[config.mk]
export PLATFORM = sky130hd
export DESIGN_NAME = hamming_pipe_encoder
export DESIGN_NICKNAME = d
export VERILOG_FILES = /design/src/rtl/hamming_pipe_encoder.sv
export SDC_FILE = /design/constraint.sdc
export NUM_CORES = 1
export LEC_CHECK = 0
export BUFFER_PORTS_ARGS = -buffer_cell sky130_fd_sc_hd__buf_2
export CORE_MARGIN = 2
export CORE_UTILIZATION = 47
export DETAILED_ROUTE_END_ITERATION = 7
export GPL_ROUTABILITY_DRIVEN = 1
export GPL_TIMING_DRIVEN = 0
export PLACE_DENSITY = 0.85
export SYNTH_ARGS = -nofsm -noshare
export SYNTH_HDL_FRONTEND = slang
export SYNTH_SLANG_ARGS = --single-unit
[constraint.sdc]
create_clock -name clk -period 1.5 [get_ports clk]
set_input_delay 0.225 -clock clk [delete_from_list [all_inputs] [get_ports clk]]
set_output_delay 0.225 -clock clk [all_outputs]
set_load 0.02 [all_outputs]
[src/rtl/hamming_pipe_encoder.sv]
// Two-stage pipelined Hamming SEC encoder with valid/ready handshake and transfer counter.
// Optional macro HAMMING_SECDED_EN appends an overall even-parity bit (SECDED).
module hamming_pipe_encoder #(
  parameter int DATA_W = 16,
  parameter int PAR_W  = 5,
  parameter int CNT_W  = 16,
`ifdef HAMMING_SECDED_EN
  localparam int SEC_W = 1,
`else
  localparam int SEC_W = 0,
`endif
  localparam int CW_W  = DATA_W + PAR_W + SEC_W
) (
  input  logic              clk,
  input  logic              rst,
  input  logic              in_valid,
  output logic              in_ready,
  input  logic [DATA_W-1:0] in_data,
  output logic              out_valid,
  input  logic              out_ready,
  output logic [CW_W-1:0]   out_code,
  output logic [CNT_W-1:0]  code_cnt
);

  localparam int N = DATA_W + PAR_W;

  if (DATA_W < 4 || DATA_W > 57) begin : g_bad_data_w
    $error("hamming_pipe_encoder: DATA_W must be within 4..57");
  end
  if ((1 << PAR_W) < N + 1) begin : g_bad_par_w
    $error("hamming_pipe_encoder: PAR_W too small for DATA_W");
  end
  if (CNT_W < 1) begin : g_bad_cnt_w
    $error("hamming_pipe_encoder: CNT_W must be at least 1");
  end

  // XOR of the indices of all set data positions gives every p_k at once;
  // both loops walk positions in ascending order, consuming bits by shifting.
  function automatic logic [N-1:0] sec_encode(input logic [DATA_W-1:0] m);
    logic [DATA_W-1:0] m_sh;
    logic [PAR_W-1:0]  syn;
    logic [PAR_W-1:0]  syn_sh;
    logic [N-1:0]      y;
    m_sh = m;
    syn  = '0;
    for (int pos = 1; pos <= N; pos++) begin
      if ((pos & (pos - 1)) != 0) begin
        syn  = syn ^ ({PAR_W{m_sh[0]}} & PAR_W'(pos));
        m_sh = m_sh >> 1;
      end
    end
    m_sh   = m;
    syn_sh = syn;
    y      = '0;
    for (int pos = 1; pos <= N; pos++) begin
      if ((pos & (pos - 1)) != 0) begin
        y    = {m_sh[0], y[N-1:1]};
        m_sh = m_sh >> 1;
      end else begin
        y      = {syn_sh[0], y[N-1:1]};
        syn_sh = syn_sh >> 1;
      end
    end
    return y;
  endfunction

  function automatic logic [CW_W-1:0] full_encode(input logic [DATA_W-1:0] m);
    logic [N-1:0] sec;
    sec = sec_encode(m);
`ifdef HAMMING_SECDED_EN
    return {^sec, sec};
`else
    return sec;
`endif
  endfunction

  logic              s1_valid_q, s1_valid_d;
  logic [DATA_W-1:0] s1_data_q,  s1_data_d;
  logic              s2_valid_q, s2_valid_d;
  logic [CW_W-1:0]   s2_code_q,  s2_code_d;
  logic [CNT_W-1:0]  cnt_q,      cnt_d;
  logic              s1_adv;
  logic              s2_adv;
  logic              out_xfer;

  // Stage advance, handshake and next-state computation.
  always_comb begin
    s2_adv     = !s2_valid_q || out_ready;
    s1_adv     = !s1_valid_q || s2_adv;
    out_xfer   = s2_valid_q && out_ready;
    s1_valid_d = s1_valid_q;
    s1_data_d  = s1_data_q;
    s2_valid_d = s2_valid_q;
    s2_code_d  = s2_code_q;
    if (s1_adv) begin
      s1_valid_d = in_valid;
      if (in_valid) begin
        s1_data_d = in_data;
      end else begin
        s1_data_d = s1_data_q;
      end
    end else begin
      s1_valid_d = s1_valid_q;
    end
    if (s2_adv) begin
      s2_valid_d = s1_valid_q;
      if (s1_valid_q) begin
        s2_code_d = full_encode(s1_data_q);
      end else begin
        s2_code_d = s2_code_q;
      end
    end else begin
      s2_valid_d = s2_valid_q;
    end
    cnt_d = cnt_q + {{(CNT_W-1){1'b0}}, out_xfer};
  end

  // Pipeline and counter registers; reset discards anything in flight.
  always_ff @(posedge clk or posedge rst) begin
    if (rst) begin
      s1_valid_q <= 1'b0;
      s1_data_q  <= '0;
      s2_valid_q <= 1'b0;
      s2_code_q  <= '0;
      cnt_q      <= '0;
    end else begin
      s1_valid_q <= s1_valid_d;
      s1_data_q  <= s1_data_d;
      s2_valid_q <= s2_valid_d;
      s2_code_q  <= s2_code_d;
      cnt_q      <= cnt_d;
    end
  end

  assign in_ready  = s1_adv;
  assign out_valid = s2_valid_q;
  assign out_code  = s2_code_q;
  assign code_cnt  = cnt_q;

endmodule
==> results.yml, run 1 <==
run_status:
  status: "finished clean"
clocking:
  clk_pin_slew_ns: 0.09
  cts-buffers-inserted: 5
  clk_latency_ns: 0.30
  cts_hold_buf: 0
  cts_tree: "yes"
  clock-sinks: 55
  cts_max_path_buffers: 2
  cts_root_buffer: "clkbuf_8"
  htreeDepth: 2
floorplanning:
  rows: 25
  ios: 59
  dieArea_um2: 5640
  die_h_um: 75.1
  initial_core_util_pct: 49.7
  die_w_um: 75.1
  core_area_um2: 4790
yosys:
  synth.avg_cell_area_um2: 14.1
  ys.flop_type: "dfrtp_1"
  ys_ff_latch: 55
  ys_top_cells_by_count: "dfrtp_1, mux2_2, xnor2_1"
  ys_warn_count: 0
  syn-cell-area_um2: 2380
  synth_top_area_cell: "dfrtp_1"
  synth_area_leaders: "dfrtp_1, mux2_2, xnor2_1"
  ys_seq_area_share_pct: 57.9
  synth_edf_count: 0
  syn_inst: 169
  ys_types: 21
  yosysMostFrequentCell: "dfrtp_1"
  yosysTopAreaCellShare_pct: 57.9
  syn_nets: 191
  synthArstFlopShare_pct: 100
cells_and_area:
  utilization_pct: 61.2
  regArea_um2: 1380
  final_nets: 257
  area_growth_pct: 23.3
  fill_cells: 395
  multi_input_area_um2: 1020
  num_antenna_cells: 0
  final_layout_size_suffix_gt1_share_pct: 48.7
run:
  maxCapViolCount: 0
pwr:
  p_leak_nw: 1.38
  seqPwrFrac_pct: 44.5
  p_int_w: 0.00314
  p_per_area_nw_per_um2: 1600
  swShare_pct: 33.0
  power_frac_comb_pct: 34.2
  pwr-share-clk_pct: 21.3
  power.switching_w: 0.00155
  peakVddDrop_mv: 0.765
timing:
  max_clock_freq_mhz: 692
  setup_viol: 0
  clock_skew_ns: 0.00674
  fin_crit_ns: 1.44
  tightest_slew_ns: 1.15
  final_hold_viol_count: 0
  slew_headroom_pct: 22.9
  drv_slew: 0
  post-route-period-util_pct: 96.3
  setup_tns_ns: 0
drt:
  vias_per_cell: 4.83
  drt-initial-drc-count: 80
  first_pass_iters: 4
  ant_nets: 0
  drc: 0
  routedWlPerCell_um: 13.6
  dr_total_vias: 1464
  wl_um: 4130
grt:
  grt-ovfl-total: 0
  grt.total_usage_pct: 15.3
  antenna_found_initial: 0
  grt_pass1_wl_um: 6440
  grt_pass1_vias: 1409
  grt_max_degree: 56
placed_design:
  place_congestion: 0.832
  port_buffers: 58
  place_hpwl_um: 3020
worst_setup_path:
  path_class: "register to register"
  worstReg2RegStart: "s1_data_q[10]"
  required_ns: 1.73
  end_kind: "register"
  crit_fanout: 4
  cp_data_arrival_time_ns: 1.67
  startpoint: "s1_data_q[10]"
  start_kind: "register"
  r2r_setup_slack_ns: 0.06
worst_hold_path:
  worstHoldStart: "in_valid"
  hold_class: "input pin to register"
[power groups by stage]
stage	clock (W)	combinational, W	sequential [W]
floorplan	0	0.000816	0.00240
detailed placement	0	0.00157	0.00210
global placement	0	0.00154	0.00210
finish	0.000998	0.00160	0.00209
global route	0.00108	0.00174	0.00214
CTS	0.00103	0.00159	0.00208
[through the flow]
step	hold slack (ns)	instance area [um^2]	setup WS [ns]	total power (W)	cells
6_report	0.131	2930	0.0558	0.00469	303
5_1_grt	0.126	2930	-0.0112	0.00497	303
4_1_cts	0.124	2900	0.0294	0.00469	302
3_5_place_dp	0.446	2770	-0.0596	0.00368	294
3_3_place_gp	0.438	2770	-0.0389	0.00364	294
2_1_floorplan	0.299	2390	0.000836	0.00322	169
[repair_timing]
action / 4_1_cts / 5_1_grt
endpoints found under the setup margin: 6 / 4
buffers inserted: 0 / 1
hold endpoints to repair: 0 / 0
resized for setup: 4 / 5
pin swaps: 0 / 1
[placed cells by master (no fill, tap or decap)]
master / instances
buf_2: 59
dfrtp_1: 53
mux2_2: 33
xnor2_1: 23
xor2_1: 9
nand2_1: 7
nand3_1: 6
clkbuf_8: 6
nand4_1: 5
nand2b_1: 3
and3_1: 3
nor2_1: 3
xnor2_2: 3
buf_4: 2
nand2_2: 2
xnor3_1: 2
o21ai_1: 2
o21ai_0: 2
ha_4: 2
dfrtp_2: 2
nand3b_1: 1
buf_6: 1
and2_1: 1
and4_2: 1
and4_1: 1
clkinvlp_4: 1
xnor3_2: 1
bufinv_16: 1
clkinv_2: 1
[critical path: stages, from the launching register on]
cell     delay (ns)
dfrtp_2        0.46
xnor2_2        0.27
xnor3_1        0.37
xnor2_1        0.13
o21ai_0        0.15
[metal layers]
metal	global-route usage (%)	part of all wire [%]	wire [um]	vias to the layer above
met2	24.2	49	2000	31
met1	20.9	47	1920	714
met4	5.36	1.5	60	0
met3	3.61	3.4	141	7
li1	-	-	-	712
met5	0	0	0	-
[area by class of cell]
type,instances,area share [%]
flip-flops and latches,55,47.1
multi-input cells,110,34.8
repair buffers,59,10.2
well taps,67,2.86
clock buffers,6,2.82
clock inverters,2,1.20
plain buffers,3,0.811
inverters,1,0.256
[cell families after synthesis]
logic type / after synthesis / synth area share [%]
AOI/OAI and AO/OA: 4 / 0.842
muxes: 33 / 15.6
DFF: 55 / 57.9
adders and majority gates: 2 / 1.05
buffers and inverters: 4 / 0.789
and+or+nand+nor: 33 / 7.37
xor gates and xnor gates: 38 / 16.4
[flip-flops by register name (all words and copies together) (netlist names)]
| register | count |
|---|---|
| code_cnt | 16 |
| out_code | 21 |
| out_valid | 1 |
| s1_data_q | 16 |
| s1_valid_q | 1 |
[final timing paths]
kind / to / cells after the start
worst min register to register: code_cnt[15] / 1
max in group asynchronous: out_valid / 2
worst max-delay path: out_code[3] / 4
worst max register to register: out_code[3] / 4
min in group asynchronous: out_code[10] / 2
worst min-delay path: s1_valid_q / 2
Power figures use the tool's default switching activity.
==> run 2: changes to the inputs <==
--- a/config.mk
+++ b/config.mk
@@ -6,6 +6,7 @@
 export NUM_CORES = 1
 export LEC_CHECK = 0
 export BUFFER_PORTS_ARGS = -buffer_cell sky130_fd_sc_hd__buf_2
+export CORE_ASPECT_RATIO = 1.4
 export CORE_MARGIN = 2
 export CORE_UTILIZATION = 47
 export DETAILED_ROUTE_END_ITERATION = 7
==> results.yml, run 2 (synthesis gave the netlist of run 1 again) <==
pwr:
  p_per_area_nw_per_um2: 1560
  p_leak_nw: 1.36
  peakVddDrop_mv: 0.585
floorplanning:
  ios: 59
  dieArea_um2: 5650
  initial_core_util_pct: 48.7
  die_w_um: 64.1
  die_h_um: 88.2
  core_area_um2: 4880
  rows: 30
grt:
  antenna_found_initial: 0
  grt_pass1_wl_um: 7310
  grt_pass1_vias: 1559
  grt-ovfl-total: 0
  grt_max_degree: 56
  grt.total_usage_pct: 16.7
timing:
  max_clock_freq_mhz: 681
  hold_slack_ns: 0.151
  fin_crit_ns: 1.47
  drv_slew: 0
  tightest_slew_ns: 1.16
  slew_headroom_pct: 22.6
  final_hold_viol_count: 0
  rsz0062_at_grt: "no"
  setup_viol: 0
  post-route-period-util_pct: 97.9
  setup_tns_ns: 0
  clock_skew_ns: 0.0108
worst_setup_path:
  cp_data_arrival_time_ns: 1.65
  start_kind: "register"
  cp_num_buf_inv: 0
  worstReg2RegStart: "s1_data_q[9]"
  max_stage_delay_ns: 0.44
  path_cells: "xor2_1 > xnor3_1 > xnor2_1 > o21ai_0"
  cpLargestDelayFamily: "XOR/XNOR gates"
  path_class: "register to register"
  cpMaxStageDelayCell: "dfrtp_1"
  crit_fanout: 4
  startpoint: "s1_data_q[9]"
  required_ns: 1.68
  r2r_setup_slack_ns: 0.03
  end_kind: "register"
placed_design:
  place_congestion: 0.728
  place_hpwl_um: 3310
  port_buffers: 58
  placed_area_um2: 2760
drt:
  first_pass_iters: 4
  dr_total_vias: 1512
  drt-initial-drc-count: 91
  vias_per_cell: 5.04
  routedWlPerCell_um: 15.2
  wl_um: 4570
  drc: 0
  ant_nets: 0
cells_and_area:
  fill_cells: 426
  final_nets: 257
  largest_reg_flops: 21
  layout_common_cells: "buf_2, dfrtp_1, mux2_2"
  utilization_pct: 59.4
  area_growth_pct: 22.0
  final_layout_size_suffix_gt1_share_pct: 49.2
  layout_commonest_cell: "buf_2"
  num_antenna_cells: 0
  fin_area_um2: 2900
clocking:
  cts_hold_buf: 0
  cts_tree: "yes"
  clk_pin_slew_ns: 0.10
  cts_max_path_buffers: 2
  htreeDepth: 2
  clk_latency_ns: 0.30
  cts-buffers-inserted: 5
  cts_root_buffer: "clkbuf_8"
  clock-sinks: 55
run_status:
  status: "finished clean"
run:
  maxCapViolCount: 0
worst_hold_path:
  hold_class: "input pin to register"
  worstHoldStart: "in_data[6]"
run 2: changes by cell type in the layout (fill, tap and decap cells not counted):
cell and delta:
and2_1 -1, and2_4 +1, bufinv_16 -1, clkbuf_8 -1
clkinvlp_4 +2
run 2: power breakdown:
| part | leakage [nW] | total [W] | switching, W | internal (W) |
|---|---|---|---|---|
| Sequential | 0.667 | 0.00210 | 0.000289 | 0.00182 |
| Combinational | 0.651 | 0.00162 | 0.000836 | 0.000786 |
| Clock | 0.0402 | 0.000803 | 0.000477 | 0.000326 |
| Total | 1.36 | 0.00453 | 0.00160 | 0.00293 |
run 2: layout make-up:
| cell class | count | area (um^2) | share of cell area [%] |
|---|---|---|---|
| multi-input cells | 110 | 1020 | 35.3 |
| repair buffers | 59 | 298 | 10.3 |
| flip-flops and latches | 55 | 1380 | 47.5 |
| well taps | 64 | 80.1 | 2.76 |
| plain buffers | 3 | 23.8 | 0.820 |
| inverters | 1 | 7.51 | 0.259 |
| clock buffers | 5 | 68.8 | 2.37 |
| clock inverters | 3 | 20.0 | 0.690 |
run 2: per-stage QoR:
stage | power [W] | instances | setup slack [ns]
2_1_floorplan | 0.00322 | 169 | 0.000836
3_3_place_gp | 0.00364 | 291 | -0.0619
3_5_place_dp | 0.00369 | 291 | -0.115
4_1_cts | 0.00453 | 299 | 0.00567
5_1_grt | 0.00480 | 300 | 0.00898
6_report | 0.00453 | 300 | 0.0321
run 2: layer usage:
layer	part of all wire [%]	track usage, %	vias to the layer above
met5	0	0	-
met4	1.1	4.64	0
met3	3.2	3.08	4
met2	57	32.3	36
met1	39	18.7	763
li1	-	-	709
run 2: repair_timing:
action                     4_1_cts  5_1_grt
gates resized for setup          6        4
pin swaps                        0        1
setup buffers                    0        1
setup endpoints to repair       16        4
run 2: worst paths after layout:
check / to / cells past startpoint
worst max-delay path: out_code[3] / 4
worst min-delay path: s1_data_q[6] / 2
worst max register to register: out_code[3] / 4
worst min register to register: code_cnt[15] / 1
max in group asynchronous: s1_data_q[10] / 2
min in group asynchronous: s1_data_q[8] / 2
run 2: worst reg2reg max path, delay by kind of cell (launching register included):
family         cells  cell delay, ns
XOR/XNOR           3            0.80
AO/OA/AOI/OAI      1            0.11
flip-flops         1            0.44
==> run 3: changes to the inputs <==
--- a/config.mk
+++ b/config.mk
@@ -13,6 +13,8 @@
 export GPL_ROUTABILITY_DRIVEN = 1
 export GPL_TIMING_DRIVEN = 0
 export PLACE_DENSITY = 0.85
+export RECOVER_POWER = 50
+export SKIP_CTS_REPAIR_TIMING = 1
 export SYNTH_ARGS = -nofsm -noshare
 export SYNTH_HDL_FRONTEND = slang
 export SYNTH_SLANG_ARGS = --single-unit
==> results.yml, run 3 (synthesis gave the netlist of run 1 again) <==
cells_and_area:
  layout_common_cells: "dfrtp_1, buf_2, mux2_2"
  num_antenna_cells: 0
  final_layout_size_suffix_gt1_share_pct: 42.4
  largest_reg_flops: 21
  layout_commonest_cell: "dfrtp_1"
  area_growth_pct: 21.2
  fin_area_um2: 2880
  final_nets: 257
placed_design:
  place_hpwl_um: 3310
  place_congestion: 0.728
  placed_area_um2: 2760
  port_buffers: 58
worst_setup_path:
  start_kind: "register"
  reg2regPathDepth: 4
  r2r_setup_slack_ns: 0.05
  crit_fanout: 4
  path_class: "register to register"
  startpoint: "s1_data_q[9]"
  cpMaxStageDelayCell: "dfrtp_1"
  cp-endpoint: "out_code[3]"
  required_ns: 1.68
  worstReg2RegStart: "s1_data_q[9]"
  max_stage_delay_ns: 0.44
  end_kind: "register"
  cp_data_arrival_time_ns: 1.63
  timing.rr.end: "out_code[3]"
  path_cells: "xor2_1 > xnor3_1 > xnor2_1 > o21ai_0"
pwr:
  peakVddDrop_mv: 0.579
  p_leak_nw: 1.31
  p_per_area_nw_per_um2: 1560
floorplanning:
  die_h_um: 88.2
  rows: 30
  die_w_um: 64.1
  initial_core_util_pct: 48.7
  ios: 59
  core_area_um2: 4880
  dieArea_um2: 5650
grt:
  grt_max_degree: 56
  grt-ovfl-total: 0
  grt_pass1_wl_um: 7270
  grt.total_usage_pct: 16.5
  grt_pass1_vias: 1565
  antenna_found_initial: 0
clocking:
  cts_max_path_buffers: 2
  clk_latency_ns: 0.30
  cts-buffers-inserted: 5
  clock-sinks: 55
  cts_tree: "yes"
  clk_pin_slew_ns: 0.10
  cts_root_buffer: "clkbuf_8"
  htreeDepth: 2
timing:
  max_clock_freq_mhz: 689
  clock_skew_ns: 0.00948
  setup_viol: 0
  post-route-period-util_pct: 96.8
  drv_slew: 0
  slew_headroom_pct: 22.9
  rsz0062_at_grt: "no"
  hold_slack_ns: 0.150
  final_hold_viol_count: 0
  fin_crit_ns: 1.45
  tightest_slew_ns: 1.15
drt:
  dr_total_vias: 1510
  ant_nets: 0
  drc: 0
  first_pass_iters: 4
  routedWlPerCell_um: 15.3
  vias_per_cell: 5.03
  drt-initial-drc-count: 107
  wl_um: 4580
worst_hold_path:
  hold_class: "input pin to register"
run:
  maxCapViolCount: 0
run_status:
  status: "finished clean"
[run 3: cell types whose count changed in the layout (fill, tap and decap cells not counted)]
cell      change
buf_2        -16
clkbuf_1     +16
buf_4         -1
clkbuf_4      +1
[run 3: power breakdown]
part	internal (W)	switching, W	total (W)
clock	0.000326	0.000476	0.000802
sequential	0.00182	0.000296	0.00211
combinational	0.000752	0.000833	0.00158
[run 3: through the flow]
| step | TNS, ns | utilization (%) | setup WS (ns) | std cells | power [W] |
|---|---|---|---|---|---|
| floorplan | 0 | - | 0.000836 | 169 | 0.00322 |
| global placement | -0.660 | 56.6 | -0.0619 | 291 | 0.00364 |
| detailed placement | -1.26 | 56.6 | -0.115 | 291 | 0.00369 |
| CTS | -1.17 | 58.4 | -0.168 | 299 | 0.00450 |
| global route | 0 | 59.0 | 0.00709 | 300 | 0.00477 |
| finish | 0 | 59.0 | 0.0481 | 300 | 0.00450 |
[run 3: layout make-up]
class	instances	area, um^2
plain buffers	3	23.8
clock buffers	5	68.8
clock inverters	3	20.0
fillers	433	2000
inverters	1	7.51
multi-input cells	110	1020
flip-flops and latches	55	1380
well taps	64	80.1
repair buffers	59	278
[run 3: worst min-delay path by stage]
| stage | start | end | depth (start not counted) |
|---|---|---|---|
| 6_report | in_valid | s1_valid_q | 2 |
| 3_3_place_gp | in_valid | s1_valid_q | 2 |
| 3_5_place_dp | in_valid | s1_valid_q | 2 |
| 2_1_floorplan | rst | code_cnt[0] | 1 |
| 5_1_grt | in_valid | s1_valid_q | 2 |
| 4_1_cts | in_data[6] | s1_data_q[6] | 2 |
[run 3: critical path: cells and delay by family, from the launching register on]
| family | cells | cell delay, ns |
|---|---|---|
| AO/OA/AOI/OAI | 1 | 0.11 |
| XOR/XNOR | 3 | 0.80 |
| flip-flops | 1 | 0.44 |
[run 3: per-layer routing]
| layer | GRT usage, % | vias up | part of all wire (%) |
|---|---|---|---|
| met3 | 3.08 | 4 | 3.1 |
| met2 | 31.6 | 36 | 57 |
| li1 | - | 712 | - |
| met5 | 0 | - | 0 |
| met4 | 4.64 | 0 | 1.1 |
| met1 | 18.7 | 758 | 39 |
